**config.mk**
```make
export PLATFORM = sky130hd
export DESIGN_NAME = iter_shift_unit
export DESIGN_NICKNAME = d
export VERILOG_FILES = /design/src/rtl/iter_shift_unit.sv
export SDC_FILE = /design/constraint.sdc
export NUM_CORES = 1
export LEC_CHECK = 0
export ABC_AREA = 1
export ABC_CLOCK_PERIOD_IN_PS = 1500
export CORE_MARGIN = 4
export CORE_UTILIZATION = 30
export DETAILED_ROUTE_END_ITERATION = 8
export DONT_BUFFER_PORTS = 1
export HOLD_SLACK_MARGIN = 0.06
export SYNTH_ARGS = -nofsm -noshare
export SYNTH_HDL_FRONTEND = slang
export SYNTH_SLANG_ARGS = --single-unit
export TNS_END_PERCENT = 30
```
**constraint.sdc**
```tcl
create_clock -name clk -period 1.5 [get_ports clk]
set_clock_uncertainty 0.05 [all_clocks]
set_input_delay 0 -clock clk [delete_from_list [all_inputs] [get_ports clk]]
set_output_delay 0 -clock clk [all_outputs]
set_load 0.02 [all_outputs]
```
**src/rtl/iter_shift_unit.sv**
```systemverilog
// Multi-cycle shifter: applies a 2-bit shift op (none/LSL/LSR/ASR) one position per cycle.
// Optional ITER_SHIFT_FAST_EN: two positions per cycle while at least two remain.
module iter_shift_unit #(
  parameter int unsigned WIDTH = 16,
  parameter int unsigned CNT_W = 4
) (
  input  logic             clk,
  input  logic             reset,
  input  logic             start,
  input  logic [WIDTH-1:0] in,
  input  logic [1:0]       shift,
  input  logic [CNT_W-1:0] amount,
  output logic             busy,
  output logic             done,
  output logic [WIDTH-1:0] sout
);

  typedef enum logic [1:0] {StIdle, StShift, StDone} state_e;

  localparam logic [1:0]       OpNone = 2'b00;
  localparam logic [1:0]       OpLsl  = 2'b01;
  localparam logic [1:0]       OpLsr  = 2'b10;
  localparam logic [1:0]       OpAsr  = 2'b11;
  localparam logic [CNT_W-1:0] CntOne = CNT_W'(1);

  state_e           state_q;
  logic [WIDTH-1:0] sout_q;
  logic [1:0]       op_q;
  logic [CNT_W-1:0] cnt_q;

  // ASR replicates the current MSB, so the sign persists across iterations.
  function automatic logic [WIDTH-1:0] shift_one(input logic [1:0] op,
                                                 input logic [WIDTH-1:0] v);
    logic [WIDTH-1:0] r;
    r = v;
    case (op)
      OpLsl:   r = {v[WIDTH-2:0], 1'b0};
      OpLsr:   r = {1'b0, v[WIDTH-1:1]};
      OpAsr:   r = {v[WIDTH-1], v[WIDTH-1:1]};
      default: r = v;
    endcase
    return r;
  endfunction

`ifdef ITER_SHIFT_FAST_EN
  localparam logic [CNT_W-1:0] CntTwo = CNT_W'(2);
`endif

  always_ff @(posedge clk) begin
    if (reset) begin
      state_q <= StIdle;
      sout_q  <= '0;
      op_q    <= OpNone;
      cnt_q   <= '0;
    end else begin
      case (state_q)
        StIdle: begin
          if (start) begin
            sout_q  <= in;
            op_q    <= shift;
            cnt_q   <= amount;
            state_q <= (shift == OpNone || amount == '0) ? StDone : StShift;
          end
        end
        StShift: begin
`ifdef ITER_SHIFT_FAST_EN
          if (cnt_q >= CntTwo) begin
            sout_q <= shift_one(op_q, shift_one(op_q, sout_q));
            cnt_q  <= cnt_q - CntTwo;
            if (cnt_q == CntTwo) state_q <= StDone;
          end else begin
            sout_q  <= shift_one(op_q, sout_q);
            cnt_q   <= cnt_q - CntOne;
            state_q <= StDone;
          end
`else
          sout_q <= shift_one(op_q, sout_q);
          cnt_q  <= cnt_q - CntOne;
          if (cnt_q == CntOne) state_q <= StDone;
`endif
        end
        StDone:  state_q <= StIdle;
        default: state_q <= StIdle;
      endcase
    end
  end

  assign busy = (state_q != StIdle);
  assign done = (state_q == StDone);
  assign sout = sout_q;

endmodule

```
======== Word level (Yosys, flattened, before mapping) ========
Index checks and enable logic that the tools add are counted.
operators by class
  multipliers ............................. 0
  equal/unequal tests ..................... 11
  divide/modulo/power cells ............... 0
  add/subtract/negate cells ............... 1
  shifts and indexed selects .............. 0
  $lt $le $gt $ge ......................... 0
  bitwise gates (word level) .............. 0
  reductions and logical operators ........ 11
  muxes and demuxes ....................... 9
operator list
  cell                                                  number
  case mux 16 bit (3 select lines)                      1
  case mux 16 bit (2 select lines)                      1
  2-to-1 mux 16 bit                                     1
  case mux 4 bit (2 select lines)                       1
  equality test 2 bit (second input constant)           3
  2-to-1 mux 2 bit                                      3
  != test 2 bit (second input constant)                 3
  AND reduction 2 bit                                   3
  equality test 2 x 1 -> 1 bit (second input constant)  2
  equality test 4 x 1 -> 1 bit (second input constant)  1
  logical NOT 2 bit                                     2
  logical NOT 4 bit                                     1
  2-to-1 mux 4 bit                                      1
  != test 4 x 1 -> 1 bit (second input constant)        1
  case mux 2 bit (2 select lines)                       1
  AND reduction 4 bit                                   1
  nonzero test 2 bit                                    2
  subtractor 4 x 1 -> 4 bit (second input constant)     1
  != test 3 x 1 -> 1 bit (second input constant)        1
  AND reduction 3 bit                                   1
  logical OR 1 bit                                      1
word-level totals
  latch bits .............................. 0
  memories kept ........................... 0
  bits in writable memories ............... 0
  memory bits (read-only) ................. 0
  output and inout bits ................... 18
  register bits ........................... 24
  input bits .............................. 25

======== Depth between registers and ports, before layout ========
  depth in word-level cells ............... 5
  depth in mapped cells ................... 9
  mapped depth without buffers ............ 9

======== Worst setup path after synthesis ========
No wires, ideal clock.
  path kind ............................... reg-to-reg
  from .................................... register op_q[1]
  to ...................................... register sout_q[10] (netlist: sout[10])
  stages on the path, launching flop included .. 9
  required time ........................... 1,338 ps
  period minus slack after synthesis ...... 1,494 ps
  buffers on the path ..................... 2
  slack ................................... 6 ps
  arrival time ............................ 1,333 ps
  cell sequence ........................... dfxtp_1 > ha_1 > buf_2 > inv_1 > nand3_2 > buf_2 > nand3_1 > nor2_1 > nor2_1
between the ends
  cells in the longest elaborated chain, start to end .. 3
RTL lines
  element                                                                            line  RTL
  start, declared                                                                    28    logic [1:0] op_q;
  start signal, assigned                                                             53    op_q <= OpNone;
  start signal, assigned                                                             60    op_q <= shift;
  equality test 2 bit / equality test 2 x 1 -> 1 bit (equally long branches)         36    case (op)
  case mux 16 bit (3 select lines) / != test 4 x 1 -> 1 bit (equally long branches)  --
  case mux 16 bit (2 select lines) / AND reduction 3 bit (equally long branches)     --
  end signal, assigned                                                               59    sout_q <= in;
  end signal, assigned                                                               77    sout_q <= shift_one(op_q, sout_q);
  end, declared                                                                      27    logic [WIDTH-1:0] sout_q;
Parallel ways exist; a longest one is shown, timed or not.
A chain may end at the register's enable or synchronous reset.

======== Final worst setup path ========
  from .................................... register op_q[0]
  to ...................................... register sout_q[6] (netlist: sout[6])
The elaborated chain is that of the path after synthesis.

==> impl_metrics.prom <==
# TYPE chip_impl_metric gauge
chip_impl_metric{name="final.fill_count",unit=""} 549
chip_impl_metric{name="fp.dieH",unit="um"} 80.5
chip_impl_metric{name="totalWireLength",unit="mm"} 4.38
chip_impl_info{name="path_cells",value="inv_1, ha_2, inv_1, nand2_4, o21ai_0, nand3_1, nand2_1, nor2_1, nor2_1"} 1
chip_impl_info{name="cts_root_buffer_type",value="sky130_fd_sc_hd__clkbuf_8"} 1
chip_impl_metric{name="antenna_violations_before_repair",unit=""} 0
chip_impl_metric{name="gr-total-overflow",unit=""} 0
chip_impl_metric{name="clk_transition_reported_paths",unit="ns"} 0.08
chip_impl_metric{name="n_antenna_cell",unit=""} 0
chip_impl_metric{name="port_buffers",unit=""} 0
chip_impl_info{name="cells_taking_the_most_area_after_synthesis",value="sky130_fd_sc_hd__dfxtp_1 (30%), sky130_fd_sc_hd__nand2_1 (24%), sky130_fd_sc_hd__nor2_1 (8.8%)"} 1
chip_impl_metric{name="worst_slew_margin_rel",unit=""} 0.669
chip_impl_metric{name="cts-buffers-inserted",unit=""} 3
chip_impl_metric{name="max_clock_freq",unit="GHz"} 0.720
chip_impl_info{name="cts_tree",value="yes"} 1
chip_impl_info{name="timing.critical_path.slowest_stage_cell",value="sky130_fd_sc_hd__dfxtp_2"} 1
chip_impl_metric{name="drc",unit=""} 0
chip_impl_metric{name="postLayoutSetupSlackWorst",unit="ns"} 0.111
chip_impl_info{name="reg2reg_from",value="op_q[0]"} 1
chip_impl_metric{name="die-area",unit="sq um"} 6480
chip_impl_info{name="cp_launch_type",value="flop"} 1
chip_impl_info{name="yosysTopAreaCell",value="sky130_fd_sc_hd__dfxtp_1"} 1
chip_impl_metric{name="maximum_root_to_sink_buffer_count",unit=""} 2
chip_impl_metric{name="worst_ep_required_time",unit="ns"} 1.62
chip_impl_metric{name="dr.first_iter.drc_count",unit=""} 80
chip_impl_metric{name="drv_cap",unit=""} 0
chip_impl_metric{name="route.detailed.vias_per_inst",unit=""} 4.61
chip_impl_metric{name="drive_above_1_share",unit=""} 0.132
chip_impl_info{name="hold_path_class",value="primary input to flop"} 1
chip_impl_metric{name="yosys_warnings",unit=""} 0
chip_impl_metric{name="post_synthesis_sequential_element_count",unit=""} 24
chip_impl_metric{name="vdd.ir_drop.worst",unit="V"} 0.000324
chip_impl_metric{name="place_congestion",unit=""} 0.773
chip_impl_metric{name="first_pass_grt_wire_length",unit="mm"} 7.29
chip_impl_metric{name="synth_top_area_share",unit=""} 0.305
chip_impl_metric{name="die_width",unit="um"} 80.5
chip_impl_metric{name="detail-route-antenna-nets",unit=""} 0
chip_impl_metric{name="post_synth.cell_area_avg",unit="sq um"} 5.86
chip_impl_metric{name="post_synth_inst_count",unit=""} 269
chip_impl_metric{name="postSynthNetCount",unit=""} 300
chip_impl_info{name="startpoint",value="op_q[0]"} 1
chip_impl_metric{name="period_needed",unit="ns"} 1.39
chip_impl_metric{name="finalSetupTns",unit="ns"} 0
chip_impl_metric{name="grt_pass1_vias",unit=""} 1633
chip_impl_metric{name="worstPathMaxFanout",unit=""} 8
chip_impl_metric{name="pwr_density_cell",unit="nW/um^2"} 940
chip_impl_info{name="crit_family",value="simple AND/OR/NAND/NOR gates"} 1
chip_impl_metric{name="final_min_period_over_clock_period",unit=""} 0.926
chip_impl_metric{name="seq_area_frac_synth",unit=""} 0.305
chip_impl_metric{name="bufs_and_invs_on_worst_path",unit=""} 2
chip_impl_metric{name="grt_max_degree",unit=""} 20
chip_impl_metric{name="area_delta_synth_final",unit="%"} 35.6
chip_impl_metric{name="final-max-slew-violation-count",unit=""} 0
chip_impl_metric{name="critical_path.max_stage_delay",unit="ns"} 0.34
chip_impl_metric{name="p_total",unit="W"} 0.00201
chip_impl_metric{name="vias",unit=""} 1753
chip_impl_metric{name="worst_skew_pair.late_latency",unit="ns"} 0.27
chip_impl_metric{name="finalCoreUtilization",unit=""} 0.418
chip_impl_info{name="hp-start",value="reset"} 1
chip_impl_metric{name="cts_sinks",unit=""} 24
chip_impl_metric{name="dpl_worst_slack",unit="ns"} 0.0649
chip_impl_metric{name="critical_path_at",unit="ns"} 1.51
chip_impl_metric{name="hpwlAfterDp",unit="mm"} 3.23
chip_impl_metric{name="ctsHtreeMaxLevel",unit=""} 1
chip_impl_metric{name="floorplan.initialDensity",unit=""} 0.309
chip_impl_metric{name="std_cell_rows",unit=""} 26
chip_impl_metric{name="drt-wirelength-per-cell",unit="um"} 11.5
chip_impl_info{name="result_of_the_run",value="completed"} 1
chip_impl_metric{name="setup_viol",unit=""} 0
chip_impl_info{name="category_of_the_worst_setup_path_capture_point",value="flop"} 1
chip_impl_metric{name="static_leakage",unit="nW"} 1.03
chip_impl_info{name="worstSetupPathType",value="flop to flop"} 1
chip_impl_metric{name="core_region_area",unit="sq um"} 5110
chip_impl_metric{name="synthesis.area",unit="sq um"} 1580
chip_impl_metric{name="finalNetCount",unit=""} 343
chip_impl_metric{name="worst_slew_pin_slew",unit="ns"} 0.493
chip_impl_metric{name="pin_count",unit=""} 43
chip_impl_metric{name="synth_cell_types",unit=""} 20
chip_impl_metric{name="finalHoldViolCount",unit=""} 0
chip_impl_metric{name="gr-usage-all-layers",unit=""} 0.141
chip_impl_metric{name="fin_hold_ws",unit="ns"} 0.148
chip_impl_metric{name="first_pass_iters",unit=""} 4
## synthesized netlist by cell type
cell type,instances
sky130_fd_sc_hd__nand2_1,102
sky130_fd_sc_hd__nor2_1,37
sky130_fd_sc_hd__inv_1,26
sky130_fd_sc_hd__dfxtp_1,24
sky130_fd_sc_hd__nand3_1,20
sky130_fd_sc_hd__a21oi_1,17
sky130_fd_sc_hd__o21ai_0,14
sky130_fd_sc_hd__buf_2,6
sky130_fd_sc_hd__ha_1,6
sky130_fd_sc_hd__o211ai_1,3
sky130_fd_sc_hd__buf_4,2
sky130_fd_sc_hd__nand2_2,2
sky130_fd_sc_hd__nor2_2,2
sky130_fd_sc_hd__nor3_1,2
sky130_fd_sc_hd__buf_6,1
sky130_fd_sc_hd__clkbuf_1,1
sky130_fd_sc_hd__clkinv_1,1
sky130_fd_sc_hd__inv_2,1
sky130_fd_sc_hd__nand2_4,1
sky130_fd_sc_hd__nand3_2,1
## registers in the layout, indices dropped and copies added (netlist names)
register / flops
state_q: 2
op_q: 2
sout: 16
cnt_q: 4
## final timing paths
path / end / slack, ns / cells after the start
setup reg to reg: sout[6] / 0.11 / 9
hold reg to reg: cnt_q[3] / 0.44 / 2
hold / removal: sout[1] / 0.15 / 3
setup / recovery: sout[6] / 0.11 / 9
## area by class of cell
class	instances	area [sq um]	area share
multi-input combinational	207	986	0.461
sequential	24	485	0.227
timing repair buffer	48	432	0.202
inverter	28	105	0.0492
tap	70	87.6	0.0410
clock buffer	3	41.3	0.0193
## where the power goes
group / leakage, nW / internal, W / total, W / switching [W]
clock network: 0.0216 / 0.000180 / 0.000391 / 0.000211
logic: 0.805 / 0.000329 / 0.000799 / 0.000470
registers: 0.200 / 0.000724 / 0.000820 / 0.0000959
total: 1.03 / 0.00123 / 0.00201 / 0.000777
## layout by cell type, fill, tap and decap left out
master                          count
sky130_fd_sc_hd__o21ai_0           14
sky130_fd_sc_hd__nor2_2             1
sky130_fd_sc_hd__nand3_1           20
sky130_fd_sc_hd__nand3_4            1
sky130_fd_sc_hd__nor2_4             1
sky130_fd_sc_hd__ha_4               1
sky130_fd_sc_hd__inv_2              1
sky130_fd_sc_hd__buf_6              3
sky130_fd_sc_hd__ha_2               2
sky130_fd_sc_hd__ha_1               3
sky130_fd_sc_hd__nor2_1            37
sky130_fd_sc_hd__nor3_1             2
sky130_fd_sc_hd__a21oi_1           16
sky130_fd_sc_hd__buf_4             21
sky130_fd_sc_hd__nand2_2            1
sky130_fd_sc_hd__clkinv_1           1
sky130_fd_sc_hd__nand2_8            1
sky130_fd_sc_hd__dfxtp_4            1
sky130_fd_sc_hd__dlygate4sd3_1     24
sky130_fd_sc_hd__dfxtp_1           22
sky130_fd_sc_hd__o211ai_1           3
sky130_fd_sc_hd__nand2_4            2
sky130_fd_sc_hd__dfxtp_2            1
sky130_fd_sc_hd__inv_1             26
sky130_fd_sc_hd__nand2_1          101
sky130_fd_sc_hd__a21oi_2            1
sky130_fd_sc_hd__clkbuf_8           3
## timing repair
| action | 4_1_cts | 5_1_grt |
|---|---|---|
| hold buffers | 24 | 0 |
| hold endpoints to repair | 24 | 0 |
| resized for setup | 0 | 16 |
| setup buffers | 0 | 0 |
| setup endpoints to repair | 0 | 16 |
## stage by stage
stage	instances	cell area, sq um
2_1_floorplan	269	1580
3_3_place_gp	353	1780
3_5_place_dp	353	1780
4_1_cts	380	2070
5_1_grt	380	2140
6_report	380	2140
## layer usage
layer | global-route usage | up-vias | wire [um] | part of all wire
met1 | 0.177 | 782 | 1930 | 0.44
met2 | 0.228 | 44 | 2090 | 0.48
met5 | 0 | - | 0 | 0
met3 | 0.0325 | 5 | 290 | 0.066
li1 | - | 922 | - | -
met4 | 0.0625 | 0 | 69 | 0.016
## worst min-delay path, stage by stage
cell                       delay (ns)
sky130_fd_sc_hd__clkinv_1        0.26
sky130_fd_sc_hd__nand2_1         0.09
sky130_fd_sc_hd__nor2_1          0.08
## logic make-up (layout without fill, tap and decap cells)
group	count (synthesis)	count (layout)	synth area share
buffers and inverters	38	79	0.105
and+or+nand+nor	167	167	0.430
AOI/OAI and AO/OA	34	34	0.113
DFF	24	24	0.305
adders and majority gates	6	6	0.0476
No activity file was read; power rests on OpenSTA's default activity.
